<file path="src/rtl/decodificador_display_multi.sv">
`default_nettype none
// ============================================================================
//  Module   : decodificador_display_multi
//  Purpose  : Converts an unsigned binary value into N_DIGITOS active-low
//             7-segment patterns using a sequential shift-add-3 (double
//             dabble) engine. Provides leading-zero blanking, overflow dashes
//             and registered outputs updated only when a result is complete.
//  Ports    : clk      - system clock, rising edge
//             rst_n    - synchronous reset, active low
//             valor    - binary value, sampled on an accepted iniciar
//             iniciar  - start request, accepted only while idle
//             ocupado  - high while a conversion is in progress
//             pronto   - one-cycle pulse when hex_out has just been updated
//             estouro  - last value exceeded 10^N_DIGITOS-1
//             hex_out  - {g..a} per digit, digit 0 (units) in bits [6:0]
//  Revision : 1.0 - initial release
// ============================================================================
module decodificador_display_multi #(
    parameter int LARGURA_BIN  = 14,
    parameter int N_DIGITOS    = 4,
    parameter int APAGAR_ZEROS = 1
) (
    input  logic                     clk,
    input  logic                     rst_n,
    input  logic [LARGURA_BIN-1:0]   valor,
    input  logic                     iniciar,
    output logic                     ocupado,
    output logic                     pronto,
    output logic                     estouro,
    output logic [7*N_DIGITOS-1:0]   hex_out
);

    localparam int LB = 4 * N_DIGITOS;
    localparam int CW = $clog2(LARGURA_BIN + 1);

    function automatic logic [63:0] pot10(input int n);
        logic [63:0] r;
        r = 64'd1;
        for (int i = 0; i < n; i++) r = r * 64'd10;
        return r;
    endfunction

    // Largest value that fits in N_DIGITOS decimal digits
    localparam logic [63:0] LIMITE = pot10(N_DIGITOS) - 64'd1;

    function automatic logic [6:0] seg7(input logic [3:0] nib);
        case (nib)
            4'd0:    seg7 = 7'b1000000;
            4'd1:    seg7 = 7'b1111001;
            4'd2:    seg7 = 7'b0100100;
            4'd3:    seg7 = 7'b0110000;
            4'd4:    seg7 = 7'b0011001;
            4'd5:    seg7 = 7'b0010010;
            4'd6:    seg7 = 7'b0000010;
            4'd7:    seg7 = 7'b1111000;
            4'd8:    seg7 = 7'b0000000;
            4'd9:    seg7 = 7'b0010000;
            default: seg7 = 7'b1111111;
        endcase
    endfunction

    typedef enum logic [1:0] {
        OCIOSO   = 2'd0,
        CONVERTE = 2'd1,
        ATUALIZA = 2'd2
    } estado_t;

    estado_t                estado;
    estado_t                prox;
    logic [LARGURA_BIN-1:0] desloc;
    logic [LB-1:0]          bcd;
    logic [LB-1:0]          bcd_aj;
    logic [CW-1:0]          contador;
    logic                   flag_est;
    logic [7*N_DIGITOS-1:0] hex_calc;
    logic                   carregar;
    logic                   deslocar;
    logic                   atualizar;
    logic                   acima_zero;
    logic [3:0]             nib;

    // ------------------------------------------------------------------
    // State register
    // ------------------------------------------------------------------
    always_ff @(posedge clk) begin
        if (!rst_n) estado <= OCIOSO;
        else        estado <= prox;
    end

    // ------------------------------------------------------------------
    // Next state and datapath strobes
    // ------------------------------------------------------------------
    always_comb begin
        prox      = estado;
        carregar  = 1'b0;
        deslocar  = 1'b0;
        atualizar = 1'b0;
        case (estado)
            OCIOSO: begin
                if (iniciar) begin
                    carregar = 1'b1;
                    prox     = CONVERTE;
                end
            end
            CONVERTE: begin
                deslocar = 1'b1;
                // The shift performed this cycle is the last one
                if (contador == CW'(1)) prox = ATUALIZA;
            end
            ATUALIZA: begin
                atualizar = 1'b1;
                prox      = OCIOSO;
            end
            default: prox = OCIOSO;
        endcase
    end

    // Add 3 to every nibble >= 5 before the shift
    always_comb begin
        bcd_aj = bcd;
        for (int i = 0; i < N_DIGITOS; i++) begin
            if (bcd[4*i +: 4] >= 4'd5) bcd_aj[4*i +: 4] = bcd[4*i +: 4] + 4'd3;
        end
    end

    // Segment patterns from the final BCD; scanned from the top digit down so
    // that blanking stops at the first non-zero digit. Units are never blanked.
    always_comb begin
        hex_calc   = '1;
        acima_zero = 1'b1;
        nib        = 4'd0;
        for (int i = N_DIGITOS - 1; i >= 0; i--) begin
            nib = bcd[4*i +: 4];
            if (flag_est) begin
                hex_calc[7*i +: 7] = 7'b0111111;
            end else if ((APAGAR_ZEROS != 0) && acima_zero && (nib == 4'd0) && (i != 0)) begin
                hex_calc[7*i +: 7] = 7'b1111111;
            end else begin
                hex_calc[7*i +: 7] = seg7(nib);
                acima_zero         = 1'b0;
            end
        end
    end

    // ------------------------------------------------------------------
    // Datapath and registered outputs
    // ------------------------------------------------------------------
    always_ff @(posedge clk) begin
        if (!rst_n) begin
            desloc   <= '0;
            bcd      <= '0;
            contador <= '0;
            flag_est <= 1'b0;
            ocupado  <= 1'b0;
            pronto   <= 1'b0;
            estouro  <= 1'b0;
            hex_out  <= '1;
        end else begin
            pronto <= 1'b0;
            if (carregar) begin
                desloc   <= valor;
                bcd      <= '0;
                contador <= CW'(LARGURA_BIN);
                flag_est <= (64'(valor) > LIMITE);
                ocupado  <= 1'b1;
            end
            if (deslocar) begin
                {bcd, desloc} <= {bcd_aj, desloc} << 1;
                contador      <= contador - CW'(1);
            end
            if (atualizar) begin
                hex_out <= hex_calc;
                estouro <= flag_est;
                pronto  <= 1'b1;
                ocupado <= 1'b0;
            end
        end
    end

endmodule
`default_nettype wire

</file>
<file path="config.mk">
export PLATFORM = sky130hd
export DESIGN_NAME = decodificador_display_multi
export DESIGN_NICKNAME = d
export VERILOG_FILES = /design/src/rtl/decodificador_display_multi.sv
export SDC_FILE = /design/constraint.sdc
export NUM_CORES = 1
export LEC_CHECK = 0
export ABC_AREA = 1
export CAP_MARGIN = 20
export CORE_MARGIN = 2
export CORE_UTILIZATION = 56
export DETAILED_ROUTE_END_ITERATION = 12
export GPL_TIMING_DRIVEN = 1
export PLACE_DENSITY = 0.9
export SETUP_SLACK_MARGIN = 0.15
export SYNTH_ARGS = -nofsm -noshare
export SYNTH_HDL_FRONTEND = slang
export SYNTH_SLANG_ARGS = --single-unit
</file>
<file path="constraint.sdc">
create_clock -name clk -period 2.6 [get_ports clk]
set_input_delay 0.26 -clock clk [delete_from_list [all_inputs] [get_ports clk]]
set_output_delay 0.26 -clock clk [all_outputs]
set_load 0.01 [all_outputs]
</file>
**Yosys cells after proc, flatten, opt, wreduce, memory -nomap -nowiden**

Memories as Yosys holds them, arrays and structs flattened. A register that Yosys moved wholly into a read port is not among the register bits.
Cells that the tools add are included.

- Bits in registers: 68
- Bits in read-only memories: 448
- Bits of input ports: 17
- Output and inout port bits: 31
- Word-level logic and storage cells: 77
- Memories: 4

Memory list:

| name | depth | width | read ports | clocked after memory_dff | wr ports | RTL line | RTL |
|---|---|---|---|---|---|---|---|
| (name not given) | 16 | 7 | 1 | 1 | 0 | 47 | `case (nib)` |
| (name not given) | 16 | 7 | 1 | 1 | 0 | 47 |  |
| (name not given) | 16 | 7 | 1 | 1 | 0 | 47 |  |
| (name not given) | 16 | 7 | 1 | 1 | 0 | 47 |  |

- $add $sub $neg: 5
- Magnitude comparators: 5
- Equality and inequality tests: 5
- Muxes and demuxes: 37
- Bitwise operators: 1
- Reductions and logical operators: 10

Operators with widths:

| cell | number |
|---|---|
| $mux W4 | 13 |
| $mux W7 | 7 |
| $mux W16 | 2 |
| $mux W14 | 2 |
| $ge A4 B3 Y1 const B | 4 |
| $gt A14 B14 Y1 const B | 1 |
| $add A4 B2 Y4 const B | 3 |
| $logic_not A4 Y1 | 3 |
| $mux W1 | 9 |
| $eq A4 B1 Y1 const B | 1 |
| $mux W2 | 2 |
| $ne A2 B2 Y1 const B | 2 |
| $pmux W2 S2 | 1 |
| $reduce_or A2 Y1 | 2 |
| $sub A4 B1 Y4 const B | 1 |
| $add A3 B2 Y3 const B | 1 |
| $mux W3 | 1 |
| $eq A2 B1 Y1 const B | 1 |
| $eq A2 B2 Y1 const B | 1 |
| $logic_and A1 B1 Y1 | 2 |
| $logic_not A2 Y1 | 1 |
| $reduce_and A2 Y1 | 1 |
| $reduce_bool A2 Y1 | 1 |
| $not A1 Y1 | 1 |

**Depth between registers and ports, before layout**

- Depth after elaboration: 9
- Mapped depth: 15
- Gate-level depth less buffers: 15

**Worst setup path after synthesis**

No wires, ideal clock.

- Path type: register to register
- Start: register bcd[8]
- End: register (tool-made name)
- Library setup time: 0.118 ns
- Data arrival time: 1.749 ns
- Data required time: 2.482 ns
- Path slack: 0.733 ns
- Stages on the path, launching flop included: 16
- Path buffers: 0
- Period minus slack after synthesis: 1.867 ns
- Cells stage by stage: dfxtp_1 -> inv_1 -> ha_1 -> inv_1 -> nand2_1 -> nand3_1 -> nand2_1 -> nand3_1 -> nand2_2 -> nand2_1 -> inv_1 -> ha_1 -> nand3_1 -> nand2_1 -> nand2_1 -> nand2_1

RTL lines:

| item | RTL line | RTL |
|---|---|---|
| from (decl) | 71 | `logic [LB-1:0] bcd;` |
| from (signal assigned) | 168 | `{bcd, desloc} <= {bcd_aj, desloc} << 1;` |

==> results.toml <==
[status]
outcome = "finished, final reports clean"

[placed_design]
numPortBuffers = 47
hpwl_um = 6890
place_area_um2 = 5120
post-place-cells = 705
finalWeightedCongestion = 0.978

[yosys]
synth_fa_ha_area_share_pct = 8.71
synth_top_family_by_area = "simple AND/OR/NAND/NOR gates"
yosysTopAreaCellShare_pct = 41.8
synth_xor_area_share_pct = 0.381
synthMuxAreaShare_pct = 0
synthSimpleGateAreaFrac_pct = 30.1
synth_edf_count = 0
syn_avg_cell_area_um2 = 8.13
ys_warn_count = 0
ys_async_sr_fraction_pct = 0
ys_seq_area_share_pct = 41.8
synth_top_cell_by_area = "dfxtp_1"
synth-main-ff-cell = "dfxtp_1"
synth_area_leaders = "dfxtp_1, nand2_1, ha_1"
synth.distinct_cells = 45
synth_cells = 565
synth-compound-area-share_pct = 11.1
mappedNetlistArea_um2 = 4600
synth_common_cells = "nand2_1, dfxtp_1, inv_1, nand3_1, nor2_1"
synthesis.nets = 614
yosysMostFrequentCell = "nand2_1"
synth-seq-cells = 96

[routing]
drtPass1Iterations = 5
wl_per_cell_um = 13.0
ant_nets = 0
vias_per_cell = 5.40
vias = 3885
wirelength_um = 9330
post-route-drc-count = 0
drtIter0Drc = 246

[critical_path]
start_kind = "flop"
cp_max_fo = 6
rr_worst_depth = 13
cp.arrival_ns = 2.49
worstSetupEndpointType = "flop"
path_class = "reg2reg"
crit_required_ns = 2.85

[clock_tree]
postCtsSetupBuffers = 0
htree_levels = 3
hold_buffers = 0
path_clk_slew_ns = 0.09
cts_tree = "yes"
cts.path.max_buffers = 2
cts-root-buf = "clkbuf_8"
numClockSinks = 96
clock_latency_ns = 0.36
cts-buffers-inserted = 9
cts_resized = 0

[global_routing]
first_global_vias = 3550
grt.overflow.total = 0
antenna_found_initial = 0
grt_use_total_pct = 21.9
grt_pass1_wl_um = 15600
grt_max_degree = 36

[hold_path]
hold_path.class = "in2reg"
holdPathStages = 3

[power]
p_clk_share_pct = 33.8
p_per_area_nw_per_um2 = 499
p_seq_share_pct = 57.9
internal-power_uw = 1980
comb_power_share_pct = 8.3
ir_worst_vdd_mv = 0.276
switching_share_pct = 25.1
p_sw_uw = 664
p_leak_uw = 0.00256

[final_layout]
fin_nets = 660
drive_above_1_share_pct = 11.9
instances_no_fill = 720
area_growth_pct = 15.2
antenna_cells = 0
fillers = 667
final_area_um2 = 5300
post-route-util_pct = 65.4

[sta]
fmax_mhz = 447
slew_headroom_pct = 43.2
finalHoldViolCount = 0
fin_crit_sh_pct = 86.1
tightest_slew_ns = 0.851
rsz0062_at_grt = "false"
maxSlewViolCount = 0
min_period_ns = 2.24
setup_violations = 0
clock_skew_ns = 0.0102
final.setup.tns_ns = 0

[run]
maxCapViolations = 0

[die]
start_util_pct = 56.8
die_area_um2 = 8950
core-area_um2 = 8090
dieHeight_um = 94.6
row_count = 33
boundaryPins = 48
chipWidth_um = 94.6
kinds of logic (layout without fill, tap and decap cells):
family                   count (synthesis)  in the layout
flip-flops                              96             96
XOR/XNOR                                 2              2
AO/OA/AOI/OAI                           68             68
buffers and inverters                   83            133
adder cells (fa/ha/maj)                 32             32
AND/OR/NAND/NOR                        284            284
power groups by stage:
| stage | Combinational [uW] | Clock, uW | Sequential [uW] |
|---|---|---|---|
| 2_1_floorplan | 163 | 0 | 1560 |
| 5_1_grt | 240 | 975 | 1540 |
| 6_report | 219 | 895 | 1530 |
| 3_3_place_gp | 208 | 0 | 1560 |
| 3_5_place_dp | 218 | 0 | 1560 |
| 4_1_cts | 219 | 907 | 1530 |
worst max-delay path, stage by stage, from the launching register on:
cell and delay (ns):
dfxtp_1 0.44, inv_1 0.10, ha_1 0.22, inv_1 0.05
nand2_1 0.11, nand3_2 0.12, nand2_1 0.08, o21ai_1 0.33
inv_1 0.14, ha_1 0.32, nand3_1 0.09, nand2_1 0.06
nand2_1 0.05, nand2_1 0.04
cells in the final DEF, fill, tap and decap left out, drive strengths merged:
master / instances
a211oi: 1
a21boi: 1
a21oi: 6
a221oi: 3
a31oi: 9
buf: 3
clkbuf: 11
clkdlybuf4s50: 46
clkinv: 2
clkinvlp: 2
dfxtp: 96
ha: 32
inv: 69
nand2: 177
nand3: 45
nand3b: 6
nand4: 11
nor2: 41
nor3: 1
nor4: 2
o2111ai: 1
o211ai: 5
o21ai: 16
o21bai: 6
o22a: 6
o22ai: 8
o32a: 6
or2: 1
xnor2: 1
xor2: 1
metrics by stage:
step                power (uW)  hold WS [ns]  setup slack [ns]
floorplan                 1720         0.412             0.733
finish                    2640         0.257             0.360
global placement          1770         0.420             0.372
CTS                       2660         0.252             0.387
global route              2750         0.254             0.205
detailed placement        1780         0.426             0.283
routing by layer:
| layer | track usage, % | wire length (um) | vias to the layer above |
|---|---|---|---|
| met3 | 4.95 | 490 | 17 |
| met5 | 0 | 0 | - |
| met4 | 7.61 | 150 | 0 |
| met2 | 38.1 | 4540 | 121 |
| li1 | - | - | 1922 |
| met1 | 26.7 | 4140 | 1825 |
layout make-up:
class,count,area (um^2),area share [%]
clock buffer,11,151,2.86
clock inverter,4,28.8,0.543
inverter,69,269,5.08
multi-input combinational,386,2310,43.7
sequential,96,1920,36.3
tap,105,131,2.48
timing repair buffer,49,480,9.07
worst paths after layout:
| kind | from | end | slack (ns) |
|---|---|---|---|
| hold / removal | rst_n | flag_est | 0.26 |
| setup reg to reg | bcd[0] | flop | 0.36 |
| hold reg to reg | flop | hex_out[19] | 0.44 |
| setup / recovery | bcd[0] | flop | 0.36 |
Note: power is estimated with default switching activity, not from simulation.
